File: config.mk
export PLATFORM = sky130hd
export DESIGN_NAME = uart_tx_frame_flat
export DESIGN_NICKNAME = d
export VERILOG_FILES = /design/src/rtl/uart_pkg.sv /design/src/rtl/uart_tx_frame_if.sv /design/src/rtl/uart_baud_cnt.sv /design/src/rtl/uart_tx_frame.sv /design/src/flat_wrapper.sv
export SDC_FILE = /design/constraint.sdc
export NUM_CORES = 1
export LEC_CHECK = 0
export ABC_AREA = 0
export BUFFER_PORTS_ARGS = -buffer_cell sky130_fd_sc_hd__buf_2
export CAP_MARGIN = 15
export CELL_PAD_IN_SITES_DETAIL_PLACEMENT = 0
export CELL_PAD_IN_SITES_GLOBAL_PLACEMENT = 1
export CORE_MARGIN = 8
export CORE_UTILIZATION = 25
export CTS_CLUSTER_DIAMETER = 30
export DETAILED_ROUTE_END_ITERATION = 8
export HOLD_SLACK_MARGIN = 0.12
export PLACE_DENSITY = 0.59
export SLEW_MARGIN = 20
export SYNTH_ARGS = -nofsm -noshare
export SYNTH_HDL_FRONTEND = slang
export SYNTH_SLANG_ARGS = --single-unit
File: constraint.sdc
create_clock -name clk -period 2.1 [get_ports clk]
set_clock_uncertainty 0.05 [all_clocks]
set_input_delay 0.315 -clock clk [delete_from_list [all_inputs] [get_ports clk]]
set_output_delay 0.315 -clock clk [all_outputs]
set_load 0.05 [all_outputs]
File: src/rtl/uart_pkg.sv
`default_nettype none
// ==========================================================================
// uart_pkg : frame constants, TX state encoding and baud helper for the UART
// Rev 1.0
// ==========================================================================
package uart_pkg;

  localparam int   UART_DATA_BITS  = 8;
  localparam logic UART_STOP_LEVEL = 1'b1;

  typedef enum logic [2:0] {
    IDLE   = 3'd0,
    START  = 3'd1,
    DATA   = 3'd2,
    PARITY = 3'd3,
    STOP   = 3'd4
  } uart_tx_state_t;

  function automatic int bit_ticks(input int clk_freq, input int baud);
    return clk_freq / baud;
  endfunction

endpackage
`default_nettype wire

File: src/rtl/uart_tx_frame_if.sv
`default_nettype none
// ==========================================================================
// uart_tx_frame_if : request/status bundle between register decode and TX
// Rev 1.0
// ==========================================================================
interface uart_tx_frame_if;
  import uart_pkg::*;

  logic                      tx_send;
  logic [UART_DATA_BITS-1:0] tx_data;
  logic                      parity_sel;
  logic                      tx;
  logic                      tx_busy;
  logic                      tx_done;

  modport master (
    output tx_send, tx_data, parity_sel,
    input  tx, tx_busy, tx_done
  );

  modport slave (
    input  tx_send, tx_data, parity_sel,
    output tx, tx_busy, tx_done
  );

endinterface
`default_nettype wire

File: src/rtl/uart_baud_cnt.sv
`default_nettype none
// ==========================================================================
// uart_baud_cnt : bit-period counter, tick on count BIT_TICKS-1
// Rev 1.0
// ==========================================================================
module uart_baud_cnt #(
  parameter int BIT_TICKS = 434,
  parameter int PRELOAD   = 0
) (
  input  logic clk,
  input  logic rst,
  input  logic clear,
  output logic tick
);

  localparam int             C_CW      = $clog2(BIT_TICKS);
  localparam logic [C_CW-1:0] C_LAST    = C_CW'(BIT_TICKS - 1);
  localparam logic [C_CW-1:0] C_PRELOAD = C_CW'(PRELOAD);

  logic [C_CW-1:0] r_cnt;
  logic            w_tick;

  assign w_tick = (r_cnt == C_LAST);
  assign tick   = w_tick;

  // A receiver sets PRELOAD to half a bit so its ticks land mid-bit.
  always_ff @(posedge clk) begin
    if (!rst) begin
      r_cnt <= '0;
    end else if (clear) begin
      r_cnt <= C_PRELOAD;
    end else if (w_tick) begin
      r_cnt <= '0;
    end else begin
      r_cnt <= r_cnt + C_CW'(1);
    end
  end

endmodule
`default_nettype wire

File: src/rtl/uart_tx_frame.sv
`default_nettype none
// ==========================================================================
// uart_tx_frame : serialises one byte per request, start/data/parity/stop
// Rev 1.0
// ==========================================================================
module uart_tx_frame
  import uart_pkg::*;
#(
  parameter int CLK_FREQ  = 50_000_000,
  parameter int BAUD      = 115200,
  parameter int BIT_TICKS = bit_ticks(CLK_FREQ, BAUD)
) (
  input  logic           clk,
  input  logic           rst,
  uart_tx_frame_if.slave bus
);

  localparam int                C_BIT_CW   = $clog2(UART_DATA_BITS);
  localparam logic [C_BIT_CW-1:0] C_LAST_BIT = C_BIT_CW'(UART_DATA_BITS - 1);

  uart_tx_state_t            r_state;
  uart_tx_state_t            w_state_nxt;
  logic [UART_DATA_BITS-1:0] r_shreg;
  logic [UART_DATA_BITS-1:0] w_shreg_nxt;
  logic [C_BIT_CW-1:0]       r_bit_cnt;
  logic [C_BIT_CW-1:0]       w_bit_cnt_nxt;
  logic                      r_par_en;
  logic                      w_par_en_nxt;
  logic                      r_par_bit;
  logic                      w_par_bit_nxt;
  logic                      r_tx;
  logic                      w_tx_nxt;
  logic                      r_busy;
  logic                      w_busy_nxt;
  logic                      r_done;
  logic                      w_done_nxt;
  logic                      w_clear;
  logic                      w_tick;

  uart_baud_cnt #(
    .BIT_TICKS (BIT_TICKS),
    .PRELOAD   (0)
  ) u_baud_cnt (
    .clk   (clk),
    .rst   (rst),
    .clear (w_clear),
    .tick  (w_tick)
  );

  always_ff @(posedge clk) begin
    if (!rst) begin
      r_state   <= IDLE;
      r_shreg   <= '0;
      r_bit_cnt <= '0;
      r_par_en  <= 1'b0;
      r_par_bit <= 1'b0;
      r_tx      <= 1'b1;
      r_busy    <= 1'b0;
      r_done    <= 1'b0;
    end else begin
      r_state   <= w_state_nxt;
      r_shreg   <= w_shreg_nxt;
      r_bit_cnt <= w_bit_cnt_nxt;
      r_par_en  <= w_par_en_nxt;
      r_par_bit <= w_par_bit_nxt;
      r_tx      <= w_tx_nxt;
      r_busy    <= w_busy_nxt;
      r_done    <= w_done_nxt;
    end
  end

  // Outputs are registered from the current state, so the line lags the
  // state register by one cycle; done fires on the first IDLE-registered edge.
  always_comb begin
    w_state_nxt   = r_state;
    w_shreg_nxt   = r_shreg;
    w_bit_cnt_nxt = r_bit_cnt;
    w_par_en_nxt  = r_par_en;
    w_par_bit_nxt = r_par_bit;
    w_tx_nxt      = 1'b1;
    w_busy_nxt    = (r_state != IDLE);
    w_done_nxt    = (r_state == IDLE) && r_busy;
    w_clear       = 1'b0;

    case (r_state)
      IDLE: begin
        w_clear  = 1'b1;
        w_tx_nxt = 1'b1;
        if (bus.tx_send) begin
          w_state_nxt   = START;
          w_shreg_nxt   = bus.tx_data;
          w_par_en_nxt  = bus.parity_sel;
          w_par_bit_nxt = ^bus.tx_data;
          w_bit_cnt_nxt = '0;
        end
      end
      START: begin
        w_tx_nxt = 1'b0;
        if (w_tick) begin
          w_state_nxt = DATA;
        end
      end
      DATA: begin
        w_tx_nxt = r_shreg[0];
        if (w_tick) begin
          w_shreg_nxt   = {1'b0, r_shreg[UART_DATA_BITS-1:1]};
          w_bit_cnt_nxt = r_bit_cnt + C_BIT_CW'(1);
          if (r_bit_cnt == C_LAST_BIT) begin
            w_state_nxt = r_par_en ? PARITY : STOP;
          end
        end
      end
      PARITY: begin
        w_tx_nxt = r_par_bit;
        if (w_tick) begin
          w_state_nxt = STOP;
        end
      end
      STOP: begin
        w_tx_nxt = UART_STOP_LEVEL;
        if (w_tick) begin
          w_state_nxt = IDLE;
        end
      end
      default: begin
        w_state_nxt = IDLE;
      end
    endcase
  end

  assign bus.tx      = r_tx;
  assign bus.tx_busy = r_busy;
  assign bus.tx_done = r_done;

endmodule
`default_nettype wire

File: src/flat_wrapper.sv
// flat-port wrapper written by rule: the top's interface ports become plain ports
module uart_tx_frame_flat import uart_pkg::*;
#(
  parameter int CLK_FREQ  = 50_000_000,
  parameter int BAUD      = 115200,
  parameter int BIT_TICKS = bit_ticks(CLK_FREQ, BAUD)
)
  (clk, rst, bus_tx_send, bus_tx_data, bus_parity_sel, bus_tx, bus_tx_busy, bus_tx_done);
  uart_tx_frame_if bus_i ();
  input  logic clk;
  input  logic rst;
  input wire logic [$bits(bus_i.tx_send)-1:0] bus_tx_send;
  input wire logic [$bits(bus_i.tx_data)-1:0] bus_tx_data;
  input wire logic [$bits(bus_i.parity_sel)-1:0] bus_parity_sel;
  output wire logic [$bits(bus_i.tx)-1:0] bus_tx;
  output wire logic [$bits(bus_i.tx_busy)-1:0] bus_tx_busy;
  output wire logic [$bits(bus_i.tx_done)-1:0] bus_tx_done;
  assign bus_i.tx_send = bus_tx_send;
  assign bus_i.tx_data = bus_tx_data;
  assign bus_i.parity_sel = bus_parity_sel;
  assign bus_tx = bus_i.tx;
  assign bus_tx_busy = bus_i.tx_busy;
  assign bus_tx_done = bus_i.tx_done;
  uart_tx_frame #(.CLK_FREQ(CLK_FREQ), .BAUD(BAUD), .BIT_TICKS(BIT_TICKS)) u_core (.clk(clk), .rst(rst), .bus(bus_i));
endmodule
## Word-level counts from Yosys, hierarchy flattened

Index checks and enable logic that the tools add are counted.

| cells by class | value |
|---|---|
| bitwise logic cells | 1 |
| equality and inequality tests | 12 |
| muxes and demuxes | 16 |
| reduce and logical (&&, ||, !) cells | 9 |
| add/sub/neg operators | 2 |

Operators by type and width:

| kind | number |
|---|---|
| 3-bit two-way mux | 9 |
| 8-bit two-way mux | 2 |
| 8-bit one-hot mux with 2 select lines | 1 |
| 3-bit one-hot mux with 5 select lines | 1 |
| 2-bit != test (second input constant) | 5 |
| 9-bit by 1-bit adder with 9-bit output (second input constant) | 1 |
| 9-bit == test (second input constant) | 1 |
| 8-bit XOR reduction | 1 |
| 3-bit by 2-bit == test with 1-bit output (second input constant) | 2 |
| 3-bit == test (second input constant) | 2 |
| 3-bit one-hot mux with 2 select lines | 1 |
| 6-bit AND reduction | 1 |
| 3-bit by 1-bit adder with 3-bit output (second input constant) | 1 |
| 3-bit by 1-bit == test with 1-bit output (second input constant) | 1 |
| 3-bit zero test | 1 |
| 1-bit one-hot mux with 3 select lines | 1 |
| 3-bit AND reduction | 1 |
| 3-bit nonzero test | 1 |
| 3-bit OR reduction | 1 |
| 2-bit by 1-bit != test with 1-bit output (second input constant) | 1 |
| 2-bit AND reduction | 1 |
| 2-bit nonzero test | 1 |
| 1-bit logical AND | 1 |
| 1-bit two-way mux | 1 |
| 1-bit inverter | 1 |

| word-level totals | value |
|---|---|
| input port bits | 12 |
| word-level logic and storage cells | 49 |
| flip-flop bits (word level) | 28 |
| output and inout bits | 3 |

## Depth between registers and ports, before layout

| depth | value |
|---|---|
| word-level depth | 4 |
| gate-level depth with buffers | 6 |

## Hierarchy

A second synthesis with hierarchy kept.

| second synthesis, totals | value |
|---|---|
| cells, all modules | 160 |
| area total of the unflattened synthesis | 1452.6 um^2 |

Modules (own cells, without submodules):

| module | cells an instance | instances | area each (um^2) | seq. area each (um^2) |
|---|---|---|---|---|
| uart_tx_frame | 114 | 1 | 1032.2 | 380.4 |
| uart_baud_cnt | 46 | 1 | 420.4 | 180.2 |

## Worst setup path before layout

OpenSTA, ideal clock, no wires.

| path | value |
|---|---|
| path type | reg2reg |
| start | register u_core.u_baud_cnt.r_cnt[0] |
| end | register u_core.r_state[1] |
| arrival time | 1516 ps |
| slack | 447 ps |
| cell stages (with the launch flop) | 6 |
| data required time | 1963 ps |
| buffers on the path | 0 |
| library setup time | 87 ps |
| period minus slack after synthesis | 1653 ps |
| cells stage by stage | dfxtp_1 ha_1 nand4b_4 a311o_1 a2111o_1 o31ai_1 |

| on the way | value |
|---|---|
| cells in the longest elaborated chain, start to end | 3 |
| elaborated cells between the ends (all ways) | 6 |

Ends and longest elaborated chain:

| what | line | source |
|---|---|---|
| from (decl) | uart_baud_cnt.sv:20 | `logic [C_CW-1:0] r_cnt;` |
| from (signal assigned) | uart_baud_cnt.sv:35 | `r_cnt <= r_cnt + C_CW'(1);` |
| 9-bit == test (*) | uart_baud_cnt.sv:23 | `assign w_tick = (r_cnt == C_LAST);` |
| 2-bit != test (no line) | n/a |  |
| 6-bit AND reduction (no line) (*) | n/a |  |
| to (signal assigned) | uart_tx_frame.sv:61 | `r_state <= w_state_nxt;` |
| to (decl) | uart_tx_frame.sv:21 | `uart_tx_state_t r_state;` |

Every way passes the cells marked *; elsewhere a longest branch is shown, timed or not.
A chain may end at the register's enable or synchronous reset.

## Worst setup path in the final report

Same ends and word-level chain as after synthesis.

==> run_results.csv <==
group,metric,value,unit
layout,n_antenna_cell,0,
yosys,yosysTopAreaCellShare,41.4,%
run_status,outcome,"finished, final reports clean",
setup_path,worst_setup_path_end_kind,"register",
sta,fmax,0.559,GHz
global_routing,grt_overflow,0,
global_routing,grt.total_usage,8.14,%
setup_path,critPathKind,"register to register",
global_routing,grt_pass1_wl,5130,um
sta,hold_violations,0,
power,ir_drop,0.278,mV
yosys,synth.cell_area,1350,sq um
setup_path,r2r-end,"u_core.r_state[1]",
setup_path,required,2.25,ns
yosys,ys_ff_latch,28,
setup_path,r2r_start,"u_core.u_baud_cnt.r_cnt[0]",
yosys,syn_avg_cell_area,9.27,sq um
cts,clock_sinks,28,
sta,fin_crit_sh,85.2,%
detailed_routing,antenna_left,0,
sta,setup_tns,0,ns
worst_hold_path,whs_path_depth,3,
detailed_routing,met3_length,112,um
sta,setup_viol,0,
detailed_routing,viasPerCell,4.63,
layout,final_core_util,30.6,%
cts,cts_buffer_depth,2,
worst_hold_path,whs_endpoint,"u_core.r_par_en",
cts,post_cts_resized,0,
yosys,ys.flop_type,"dfxtp_1",
yosys,yosysTopAreaCell,"dfxtp_1",
place,portBuffers,14,
detailed_routing,routed_wl,2860,um
layout,nets,179,
sta,tightest_slew,0.612,ns
cts,cts_tree,"done",
sta,slew_viol_final,0,
cts,post_cts.repair.setup_buffers,0,
detailed_routing,post_drt_wl_per_cell,12.3,um
detailed_routing,via_count,1075,
floorplanning,start_util,26.2,%
yosys,postSynthCellCount,146,
worst_hold_path,worstHoldPathType,"input port to register",
detailed_routing,first_pass_iters,4,
global_routing,grt_max_degree,17,
detailed_routing,drt_iter0_markers,49,
yosys,synth-edff-count,0,
setup_path,reg2regPathDepth,5,
setup_path,r2r_slack,0.31,ns
floorplanning,die_x,89.6,um
floorplanning,core,5170,sq um
floorplanning,die-area,8030,sq um
sta,period_minus_slack,1.79,ns
job,max_cap_violations,0,
yosys,synth_cell_type_count,37,
cts,cts-root-buf,"clkbuf_8",
cts,hold_buffers,0,
cts,clkTransAtPathRegs,0.11,ns
floorplanning,row_count,26,
detailed_routing,dr.max_layer_used,"met4",
place,hpwl,2150,um
layout,area_growth,16.7,%
detailed_routing,wl_met2,1350,um
cts,h-tree-depth,1,
sta,rsz0062_at_grt,"no",
yosys,ys_top_cells_by_area,"dfxtp_1 41%, xnor2_1 7.1%, mux2i_1 5.2%",
yosys,postSynth.asyncResetShare,0,%
worst_hold_path,holdCritStartpoint,"bus_parity_sel",
yosys,yosysWarnings,0,
power,pwr_density_cell,811,nW/um^2
floorplanning,pin_count,15,
setup_path,critPathMaxFanout,6,
setup_path,crit_arrival,1.94,ns
yosys,yosysSeqAreaShare,41.4,%
cts,cts_made_buffers,3,
place,place.gp.congestion,0.757,
cts,clk_latency,0.28,ns
floorplanning,die_h,89.6,um
sta,relSlewSlack,58.9,%
detailed_routing,drc,0,
layout,drive_above_1_share,17.3,%
global_routing,grt_antenna_before_repair,0,
yosys,syn_nets,162,
detailed_routing,drt-met1-wl,1340,um
global_routing,grt_pass1_vias,1094,
power,leakage,0.580,nW
setup_path,critPathLaunchType,"register",
-- state kept, by name, summed over array words and instances (netlist names), 3 cells and up --
name	flops
u_core.u_baud_cnt.r_cnt	9
u_core.r_bit_cnt	3
u_core.r_state	3
u_core.r_shreg	8
-- routing by layer --
layer,vias to the layer above,track usage [%]
li1,552,-
met1,503,10.0
met2,16,13.1
met3,4,1.36
met4,0,4.53
met5,-,0
-- critical path: stages, from the launching register on --
cell,delay [ns]
dfxtp_1,0.39
ha_1,0.21
nand4b_4,0.14
a311o_1,0.43
a2111o_1,0.44
o31ai_1,0.07
-- cell usage in the layout (no fill, tap or decap), types with 2 or more instances in the layout --
cell,n
dfxtp_1,28
nor2_1,14
buf_2,14
nand2_1,13
a21oi_1,13
xnor2_1,11
o21ai_0,7
mux2i_1,7
a211oi_1,7
nand3_1,5
ha_1,4
inv_1,3
xor2_1,3
clkbuf_8,3
nor3_1,2
and3_1,2
nor2_2,2
o22ai_1,2
buf_4,2
-- stage by stage --
step	hold WS (ns)	cells	total power, mW	cell area (sq um)	setup WS (ns)
2_1_floorplan	0.380	146	0.800	1350	0.447
3_3_place_gp	0.393	228	0.860	1510	0.383
3_5_place_dp	0.412	228	0.866	1510	0.327
4_1_cts	0.215	232	1.30	1580	0.297
5_1_grt	0.215	232	1.35	1580	0.191
6_report	0.220	232	1.28	1580	0.310
-- worst max path at each step --
| stage | startpoint | endpoint | slack [ns] |
|---|---|---|---|
| 2_1_floorplan | u_core.u_baud_cnt.r_cnt[0] | u_core.r_state[1] | 0.45 |
| 3_5_place_dp | u_core.u_baud_cnt.r_cnt[0] | u_core.r_state[1] | 0.33 |
| 5_1_grt | u_core.r_bit_cnt[0] | u_core.r_state[1] | 0.19 |
| 3_3_place_gp | u_core.u_baud_cnt.r_cnt[0] | u_core.r_state[1] | 0.38 |
| 4_1_cts | u_core.u_baud_cnt.r_cnt[0] | u_core.r_state[1] | 0.30 |
| 6_report | u_core.u_baud_cnt.r_cnt[0] | u_core.r_state[1] | 0.31 |
-- power breakdown --
part,switching (mW),internal (mW)
Combinational,0.154,0.0928
Clock,0.174,0.255
Sequential,0.0319,0.574
Total,0.360,0.922
-- cell type report --
cell class | instances | area, sq um
Clock buffer | 3 | 41.3
Fill cell | 543 | 3590
Clock inverter | 1 | 30.0
Inverter | 4 | 15.0
Sequential cell | 28 | 561
Tap cell | 70 | 87.6
Multi-Input combinational cell | 110 | 761
Timing Repair Buffer | 16 | 85.1
-- cell families (layout without fill, tap and decap cells) --
kind of cell | after synthesis | after routing | synth area share (%)
mux | 7 | 7 | 5.18
xor+xnor | 14 | 14 | 9.06
flops | 28 | 28 | 41.4
compound gates | 38 | 38 | 18.2
fa+ha+maj | 4 | 4 | 3.70
buf+inv | 8 | 24 | 2.40
simple gates | 47 | 47 | 20.1
-- cell usage after synthesis, drive strengths merged (3+ instances only) --
master / number
ha: 4
dfxtp: 28
a211oi: 7
o21ai: 8
inv: 4
a21oi: 13
mux2i: 7
xnor2: 11
nand2: 13
nor2: 17
xor2: 3
nand3: 5
(Power assumes the default switching activity.)
